### src/rtl/vmba_gen2_hub.sv
// VMBA gen2 device hub: command routing, round-robin read-back, clock enables and device resets.
// Optional ack timeout with sticky error flags is built when VMBA_TIMEOUT_EN is defined.
module vmba_gen2_hub #(
  parameter int DW      = 8,
  parameter int NCH     = 4,
  parameter int SELW    = 2,
  parameter int DIVW    = 4,
  parameter int RSTLEN  = 4,
  parameter int TMO_CYC = 255
) (
  input  logic              clk,
  input  logic              rst,
  input  logic              cpu_wr_valid,
  output logic              cpu_wr_ready,
  input  logic [SELW-1:0]   cpu_wr_sel,
  input  logic [DW-1:0]     cpu_wr_data,
  input  logic              cfg_wr,
  input  logic [SELW-1:0]   cfg_sel,
  input  logic [DIVW-1:0]   cfg_div,
  input  logic              cfg_rst,
  output logic [NCH*DW-1:0] dev_cmd,
  output logic [NCH-1:0]    dev_cmd_valid,
  input  logic [NCH-1:0]    dev_cmd_ack,
  input  logic [NCH*DW-1:0] dev_rd_data,
  input  logic [NCH-1:0]    dev_rd_valid,
  output logic [NCH-1:0]    dev_rd_ready,
  output logic [DW-1:0]     bus_out,
  output logic [SELW-1:0]   bus_out_src,
  output logic              bus_out_valid,
  input  logic              bus_out_ready,
  output logic [NCH-1:0]    clk_en,
  output logic [NCH-1:0]    dev_rst_n,
  output logic [NCH-1:0]    err_tmo
);

  localparam int RCW = $clog2(RSTLEN + 1);

  if (SELW != $clog2(NCH) || RSTLEN < 1 || TMO_CYC < 1) begin : g_bad_param
    $error("vmba_gen2_hub: inconsistent parameters");
  end

  typedef enum logic {S_EMPTY, S_FULL} rd_state_e;

  logic [RCW-1:0]  rcnt_q [NCH];
  logic [DW-1:0]   cmd_q  [NCH];
  logic [DIVW-1:0] div_q  [NCH];
  logic [DIVW-1:0] dcnt_q [NCH];
  logic [DW-1:0]   rd_word [NCH];
  logic [NCH-1:0]  in_rst, rst_hit, wr_hit, cfg_hit, tmo_hit, rd_req;
  logic [SELW-1:0] gnt_idx, ptr_q;
  logic            found, capture;
  int              cand;
  rd_state_e       state_q, state_d;

  for (genvar g = 0; g < NCH; g++) begin : g_ch
    assign dev_cmd[g*DW +: DW] = cmd_q[g];
    assign rd_word[g]          = dev_rd_data[g*DW +: DW];
  end

  // A cfg_rst to the addressed channel blocks the write in the same cycle
  assign cpu_wr_ready = ~dev_cmd_valid[cpu_wr_sel] & ~(cfg_rst & (cfg_sel == cpu_wr_sel));
  assign dev_rst_n    = ~in_rst;

  always_comb begin
    in_rst  = '0;
    rst_hit = '0;
    wr_hit  = '0;
    cfg_hit = '0;
    clk_en  = '0;
    for (int i = 0; i < NCH; i++) begin
      in_rst[i]  = (rcnt_q[i] != '0);
      rst_hit[i] = cfg_rst & (cfg_sel == SELW'(i));
      cfg_hit[i] = cfg_wr & (cfg_sel == SELW'(i));
      wr_hit[i]  = cpu_wr_valid & cpu_wr_ready & (cpu_wr_sel == SELW'(i));
      clk_en[i]  = ~in_rst[i] & (dcnt_q[i] == div_q[i]);
    end
  end

  // Device reset stretchers; async reset loads the full pulse length
  always_ff @(posedge clk or negedge rst) begin
    if (!rst) begin
      for (int i = 0; i < NCH; i++) rcnt_q[i] <= RCW'(RSTLEN);
    end else begin
      for (int i = 0; i < NCH; i++) begin
        if (rst_hit[i])     rcnt_q[i] <= RCW'(RSTLEN);
        else if (in_rst[i]) rcnt_q[i] <= rcnt_q[i] - 1'b1;
      end
    end
  end

  // Command registers
  always_ff @(posedge clk or negedge rst) begin
    if (!rst) begin
      dev_cmd_valid <= '0;
      for (int i = 0; i < NCH; i++) cmd_q[i] <= '0;
    end else begin
      for (int i = 0; i < NCH; i++) begin
        if (rst_hit[i]) begin
          dev_cmd_valid[i] <= 1'b0;
        end else if (wr_hit[i]) begin
          cmd_q[i]         <= cpu_wr_data;
          dev_cmd_valid[i] <= 1'b1;
        end else if (dev_cmd_valid[i] && dev_cmd_ack[i] && !in_rst[i]) begin
          dev_cmd_valid[i] <= 1'b0;
        end else if (tmo_hit[i]) begin
          dev_cmd_valid[i] <= 1'b0;
        end
      end
    end
  end

`ifdef VMBA_TIMEOUT_EN
  localparam int TW = $clog2(TMO_CYC + 1);
  logic [TW-1:0]  tcnt_q [NCH];
  logic [NCH-1:0] err_q;

  always_comb begin
    tmo_hit = '0;
    for (int i = 0; i < NCH; i++)
      tmo_hit[i] = dev_cmd_valid[i] & (tcnt_q[i] == TW'(TMO_CYC - 1));
  end

  always_ff @(posedge clk or negedge rst) begin
    if (!rst) begin
      err_q <= '0;
      for (int i = 0; i < NCH; i++) tcnt_q[i] <= '0;
    end else begin
      for (int i = 0; i < NCH; i++) begin
        if (rst_hit[i] || wr_hit[i] || tmo_hit[i] || !dev_cmd_valid[i]) tcnt_q[i] <= '0;
        else                                                            tcnt_q[i] <= tcnt_q[i] + 1'b1;
        if (rst_hit[i])      err_q[i] <= 1'b0;
        else if (tmo_hit[i]) err_q[i] <= 1'b1;
      end
    end
  end

  assign err_tmo = err_q;
`else
  assign tmo_hit = '0;
  assign err_tmo = '0;
`endif

  // Clock-enable dividers; the counter is held at zero while the device is in reset
  always_ff @(posedge clk or negedge rst) begin
    if (!rst) begin
      for (int i = 0; i < NCH; i++) begin
        div_q[i]  <= '0;
        dcnt_q[i] <= '0;
      end
    end else begin
      for (int i = 0; i < NCH; i++) begin
        if (cfg_hit[i]) div_q[i] <= cfg_div;
        if (rst_hit[i] || in_rst[i] || cfg_hit[i] || clk_en[i]) dcnt_q[i] <= '0;
        else                                                    dcnt_q[i] <= dcnt_q[i] + 1'b1;
      end
    end
  end

  // Round-robin search starting at the pointer, wrapping past NCH-1
  always_comb begin
    rd_req  = dev_rd_valid & ~in_rst & ~rst_hit;
    found   = 1'b0;
    gnt_idx = '0;
    cand    = 0;
    for (int k = 0; k < NCH; k++) begin
      cand = int'(ptr_q) + k;
      if (cand >= NCH) cand = cand - NCH;
      if (!found && rd_req[cand]) begin
        found   = 1'b1;
        gnt_idx = SELW'(cand);
      end
    end
  end

  always_comb begin
    state_d      = state_q;
    capture      = 1'b0;
    dev_rd_ready = '0;
    unique case (state_q)
      S_EMPTY: if (found) begin
        capture               = 1'b1;
        dev_rd_ready[gnt_idx] = 1'b1;
        state_d               = S_FULL;
      end
      S_FULL:  if (bus_out_ready) state_d = S_EMPTY;
      default: state_d = S_EMPTY;
    endcase
  end

  assign bus_out_valid = (state_q == S_FULL);

  // Read-back output register
  always_ff @(posedge clk or negedge rst) begin
    if (!rst) begin
      state_q     <= S_EMPTY;
      ptr_q       <= '0;
      bus_out     <= '0;
      bus_out_src <= '0;
    end else begin
      state_q <= state_d;
      if (capture) begin
        bus_out     <= rd_word[gnt_idx];
        bus_out_src <= gnt_idx;
        ptr_q       <= (int'(gnt_idx) == NCH - 1) ? '0 : gnt_idx + 1'b1;
      end
    end
  end

endmodule

### config.mk
export PLATFORM = sky130hd
export DESIGN_NAME = vmba_gen2_hub
export DESIGN_NICKNAME = d
export VERILOG_FILES = /design/src/rtl/vmba_gen2_hub.sv
export SDC_FILE = /design/constraint.sdc
export NUM_CORES = 1
export LEC_CHECK = 0
export BUFFER_PORTS_ARGS = -buffer_cell sky130_fd_sc_hd__buf_2
export CORE_MARGIN = 5
export CORE_UTILIZATION = 52
export DETAILED_ROUTE_END_ITERATION = 7
export GPL_TIMING_DRIVEN = 0
export HOLD_SLACK_MARGIN = 0.08
export PLACE_DENSITY = 0.81
export SETUP_SLACK_MARGIN = 0.4
export SLEW_MARGIN = 20
export SYNTH_ARGS = -nofsm -noshare
export SYNTH_HDL_FRONTEND = slang
export SYNTH_SLANG_ARGS = --single-unit
### constraint.sdc
create_clock -name clk -period 2.59 [get_ports clk]
set_input_delay 0.259 -clock clk [delete_from_list [all_inputs] [get_ports clk]]
set_output_delay 0.259 -clock clk [all_outputs]
set_load 0.02 [all_outputs]
# Yosys cells after proc, flatten, opt, wreduce, memory -nomap -nowiden
# Index checks and enable logic that the tools add are counted.
# op_classes
eq_ne	12
muxes	62
addsub	16
bitwise	35
reduce_logical	49
magnitude_cmp	12
# op_table
cell	n
less-than comparator 32 x 4 -> 1 bit (second input constant)	4
two-way mux 32 bit	4
two-way mux 1 bit	29
two-way mux 3 bit	8
two-way mux 4 bit	6
nonzero test 3 bit	8
AND 1 bit	19
adder 4 x 1 -> 4 bit (second input constant)	4
binary-select mux 8 bit (select 2 bit)	1
== test 4 bit	4
two-way mux 8 bit	2
greater-or-equal comparator 3 bit (second input constant)	4
logical AND 1 bit	12
logical OR 1 bit	12
subtractor 3 x 1 -> 3 bit (second input constant)	4
subtractor 3 x 3 -> 4 bit (second input constant)	3
inverter 1 bit	11
binary-select mux 1 bit (select 2 bit)	5
two-way mux 2 bit	5
AND 4 bit	2
== test 2 bit (second input constant)	4
inverter 4 bit	2
AND reduction 2 bit	4
nonzero test 2 bit	4
14 further kinds	25
# word_totals
ff_bits	93
in_bits	62
elab_cells	210
output_inout_bits	64

# Depth between registers and ports, before layout
# logic_depth
depth_word	23
depth_mapped	10

# Worst setup path before layout
# No wires, ideal clock.
# synth_path
path_kind	flip-flop to output port
start	reg rcnt_q[6] (netlist name)
end	out dev_rd_ready[3]
setup_slack_ps	-229
required_ps	2331
arrival_ps	2560
path_stages_with_launch	10
path_cell_list	dfrtp_1 inv_1 ha_1 nor2b_1 clkbuf_1 nand3_1 o21ai_1 nand3_1 buf_2 nor4_1
# synth_via
elab_chain_cells	23
# synth_lines
element	line_no	rtl
start, declared	44	logic [RCW-1:0] rcnt_q [NCH];
start signal, assigned by index	85	if (rst_hit[i]) rcnt_q[i] <= RCW'(RSTLEN);
start signal, assigned by index	86	else if (in_rst[i]) rcnt_q[i] <= rcnt_q[i] - 1'b1;
nonzero test 3 bit (*)	71	in_rst[i] = (rcnt_q[i] != '0);
inverter 4 bit (*)	n/a	
named net dev_rst_n[1]	32	output logic [NCH-1:0] dev_rst_n,
AND 4 bit (*) (2 in series)	161	rd_req = dev_rd_valid & ~in_rst & ~rst_hit;
binary-select mux 1 bit (select 2 bit)	168	if (!found && rd_req[cand]) begin
two-way mux 1 bit (implied by the code) (2 in series)	168	
two-way mux 1 bit	168	
zero test 1 bit	168	
(+6 left out)	n/a	
logical AND 1 bit	168	
two-way mux 2 bit	168	
less-than comparator 2 x 3 -> 1 bit (implied by the code) / greater-or-equal comparator 2 x 1 -> 1 bit (equally long branches)	182	dev_rd_ready[gnt_idx] = 1'b1;
logical AND 1 bit (implied by the code)	182	
two-way mux 1 bit (implied by the code)	182	
demux 1 bit (select 2 bit)	182	
two-way mux 4 bit (*)	180	S_EMPTY: if (found) begin
two-way mux 4 bit (*)	179	unique case (state_q)
end, declared	26	output logic [NCH-1:0] dev_rd_ready,
# Mark *: on every way through the listed nets, which the timed path passes. The rest lies on a longest branch. The select of a mux whose other input is x is not followed.

# Worst setup path in the final report
# layout_path
start	reg rcnt_q[9] (netlist name)
end	out dev_rd_ready[0]
# layout_via
elab_chain_cells	23
# layout_lines
element	line_no
nonzero test 3 bit (*)	71
inverter 4 bit (*)	161
AND 4 bit (*) (2 in series)	161
binary-select mux 1 bit (select 2 bit)	168
two-way mux 1 bit (implied by the code) (2 in series)	168
two-way mux 1 bit	168
zero test 1 bit	168
logical AND 1 bit	168
(+5 left out)	n/a
logical AND 1 bit	168
two-way mux 2 bit	168
less-than comparator 2 x 3 -> 1 bit (implied by the code) / greater-or-equal comparator 2 x 1 -> 1 bit (equally long branches)	182
logical AND 1 bit (implied by the code)	182
two-way mux 1 bit (implied by the code)	182
demux 1 bit (select 2 bit)	182
two-way mux 4 bit (*)	180
two-way mux 4 bit (*)	179
# Mark *: on every way between the ends. The rest lies on a longest branch, timed or not. The select of a mux whose other input is x is not followed.

==> results_dict.tcl <==
set metrics [dict create \
    finalHoldViolCount 0 \
    synth_enable_flop_cells 0 \
    core_sq_um 8640 \
    grt_util_all_layers 0.223 \
    clk_path_buf_depth 2 \
    ys_warn_count 0 \
    instances_no_fill 680 \
    htreeDepth 3 \
    crit_slowest_cell "dfrtp_1" \
    path_class "flip-flop to primary output" \
    grt_pass1_vias 3658 \
    antenna_found_initial 0 \
    required_ns 2.33 \
    rsz0062_at_grt "yes" \
    drt-pass1-iter-count 4 \
    finalSetupViolCount 0 \
    grt_first_pass_wirelength_mm 18.3 \
    syn_to_final_growth_pct 38.9 \
    netlist_area_sq_um 4550 \
    die_h_microns 103 \
    gp_congestion 0.768 \
    cts_tree "built" \
    min_period_ns 2.57 \
    final_nets 641 \
    slew_headroom 0.549 \
    maxSlewViolCount 0 \
    clock_latency_ns 0.36 \
    drive_gt1_frac 0.519 \
    maxCapViolations 0 \
    powerDensity_nw_per_um2 1110 \
    yosys_most_used_dff "dfrtp_1" \
    cts_num_sinks 93 \
    dp_cells 624 \
    async_reset_ff_frac 1.00 \
    leakagePower_nw 3.06 \
    num_io_pins 126 \
    die-area_sq_um 10700 \
    vias 3640 \
    initial_core_util 0.526 \
    die_w_microns 103 \
    drc_errors 0 \
    critPathLaunchType "flip-flop" \
    r2r_slack_ns 0.16 \
    cp_max_fo 5 \
    std_cell_rows 34 \
    syn_area_per_cell_sq_um 11.6 \
    portBuffers 120 \
    cts_buffers 9 \
    synth_cell_types 53 \
    skew_ns 0.00665 \
    yosys_register_bits 93 \
    ant_nets 0 \
    wl_per_cell_microns 17.7 \
    synth_cells 392 \
    clk_pin_slew_worst_paths_ns 0.10 \
    status "complete, no violations" \
    dp_hpwl_mm 8.10 \
    tightestPinTransition_ns 0.676 \
    viasPerCell 5.35 \
    critPathCaptureType "primary output" \
    grt_max_degree 56 \
    ir_drop_mv 0.818 \
    root_buffer "clkbuf_8" \
    path_cells "inv_1 -> ha_2 -> nand2_2 -> inv_2 -> and3_4 -> o41ai_4 -> buf_4 -> o21ba_4 -> and2_4 -> buf_6" \
    max_stage_delay_ns 0.34 \
    antenna_cells 0 \
    worstPathArrival_ns 2.32 \
    gr-total-overflow 0 \
    synth_seq_area_share 0.513 \
    timing.final.crit_share 0.994 \
    drt_iter0_drc 147 \
    routed_wl_mm 12.0 \
    min_path_type "input port to flip-flop" \
    fmax_mhz 388 \
    postLayoutCoreUtil 0.731 \
]
report_power, final:
part	total, W	internal, W	switching (W)
combinational	0.00372	0.00176	0.00197
clock	0.000917	0.000363	0.000554
sequential	0.00238	0.00203	0.000351
total	0.00702	0.00415	0.00287
cell usage in the layout (no fill, tap or decap), drive strengths merged, types with 12 or more instances in the layout:
master	netlist	layout
buf	11	170
dfrtp	89	89
mux2	48	48
nor2	39	39
inv	23	26
nand2	23	23
xnor2	16	16
mux2i	15	15
xor2	13	13
a21oi	13	13
clkbuf	3	12
ha	12	12
nand3	12	12
final timing paths:
check / endpoint / from / depth (start not counted)
max: dev_rd_ready[0] / rcnt_q[9]$_DFFE_PN0P_ / 10
min: dev_cmd_valid[1]$_DFFE_PN0P_ / dev_cmd_ack[1] / 4
max reg2reg: bus_out[2]$_DFFE_PN0P_ / rcnt_q[3]$_DFFE_PN0P_ / 14
min reg2reg: bus_out_src[0]$_DFFE_PN0P_ / bus_out_src[0]$_DFFE_PN0P_ / 1
max in group asynchronous: rcnt_q[8]$_DFFE_PN1P_ / rst / 3
min in group asynchronous: div_q[13]$_DFFE_PN0P_ / rst / 2
Yosys cell counts (2+ instances only):
cell type,number,area share
and3b_1,2,0.0039
nand4b_1,4,0.0077
nand3b_1,5,0.0083
nor3_1,3,0.0033
xor2_1,13,0.025
mux2i_1,15,0.033
dfrtp_1,89,0.49
o221ai_1,8,0.015
buf_2,3,0.0033
clkbuf_1,3,0.0025
o21ai_1,3,0.0033
buf_4,8,0.013
inv_1,23,0.019
a21o_1,2,0.0033
xnor2_1,16,0.031
nor2b_1,4,0.0055
mux2_2,48,0.12
dfstp_2,4,0.023
a21oi_1,13,0.014
o21ai_0,4,0.0044
and2_1,2,0.0028
nor2_1,38,0.031
ha_1,12,0.033
nand3_1,11,0.012
and3_1,3,0.0041
nand4_1,4,0.0055
nor4_1,5,0.0069
nand2_1,22,0.018
sequential cells by signal, indices dropped and copies added (netlist names):
signal	flops
dcnt_q	16
ptr_q	2
dev_cmd	32
bus_out	8
rcnt_q	12
dev_cmd_valid	4
bus_out_src	2
div_q	16
bus_out_valid	1
per-layer routing:
metal  vias to the layer above  track usage  share of wire  wire length [microns]
met1                      1795        0.293           0.41                   4940
li1                       1714            -              -                      -
met4                         0       0.0867          0.021                    258
met5                         -            0              0                      0
met3                        19       0.0563          0.073                    883
met2                       112        0.355           0.49                   5940
metrics by stage:
stage                     cell area (sq um)  power [W]  setup slack [ns]  setup TNS [ns]  hold slack [ns]
after floorplan                        4610    0.00428             0.319               0          -0.0366
after global placement                 5350    0.00504            0.0832               0            0.438
after detailed placement               5380    0.00518            0.0358               0            0.191
after CTS                              6040    0.00667            0.0408               0            0.140
after global routing                   6320    0.00748           -0.0708          -0.184            0.144
final                                  6320    0.00702            0.0155               0            0.157
cell families after synthesis:
| logic type | count (synthesis) | synth area share |
|---|---|---|
| DFF | 93 | 0.513 |
| and+or+nand+nor | 114 | 0.133 |
| adders and majority gates | 12 | 0.0330 |
| muxes | 64 | 0.157 |
| xor gates and xnor gates | 29 | 0.0559 |
| AOI/OAI and AO/OA | 42 | 0.0696 |
| other | 1 | 0.000825 |
| buffers and inverters | 37 | 0.0380 |
critical path, delay by kind of cell, from the launching register on:
| family | cells | cell delay (ns) |
|---|---|---|
| AO/OA/AOI/OAI | 2 | 0.49 |
| adder cells (fa/ha/maj) | 1 | 0.21 |
| buffers and inverters | 4 | 0.48 |
| flip-flops | 1 | 0.34 |
| AND/OR/NAND/NOR | 3 | 0.43 |
repair_timing:
action | in CTS | in global routing
pin swaps | 12 | 15
endpoints found under the setup margin | 34 | 25
gates cloned | 1 | 0
endpoints found under the hold margin | 36 | 0
hold buffers | 2 | 0
gates resized for setup | 57 | 30
setup buffers | 23 | 14
cell type report:
class                   count  area, sq um
plain buffers              14          141
clock buffers               9          124
clock inverters             7         57.6
fillers                   577         2320
inverters                  23         86.3
multi-input cells         265         2390
flip-flops and latches     93         2330
well taps                 108          135
repair buffers            161         1050
Power figures use the tool's default switching activity.
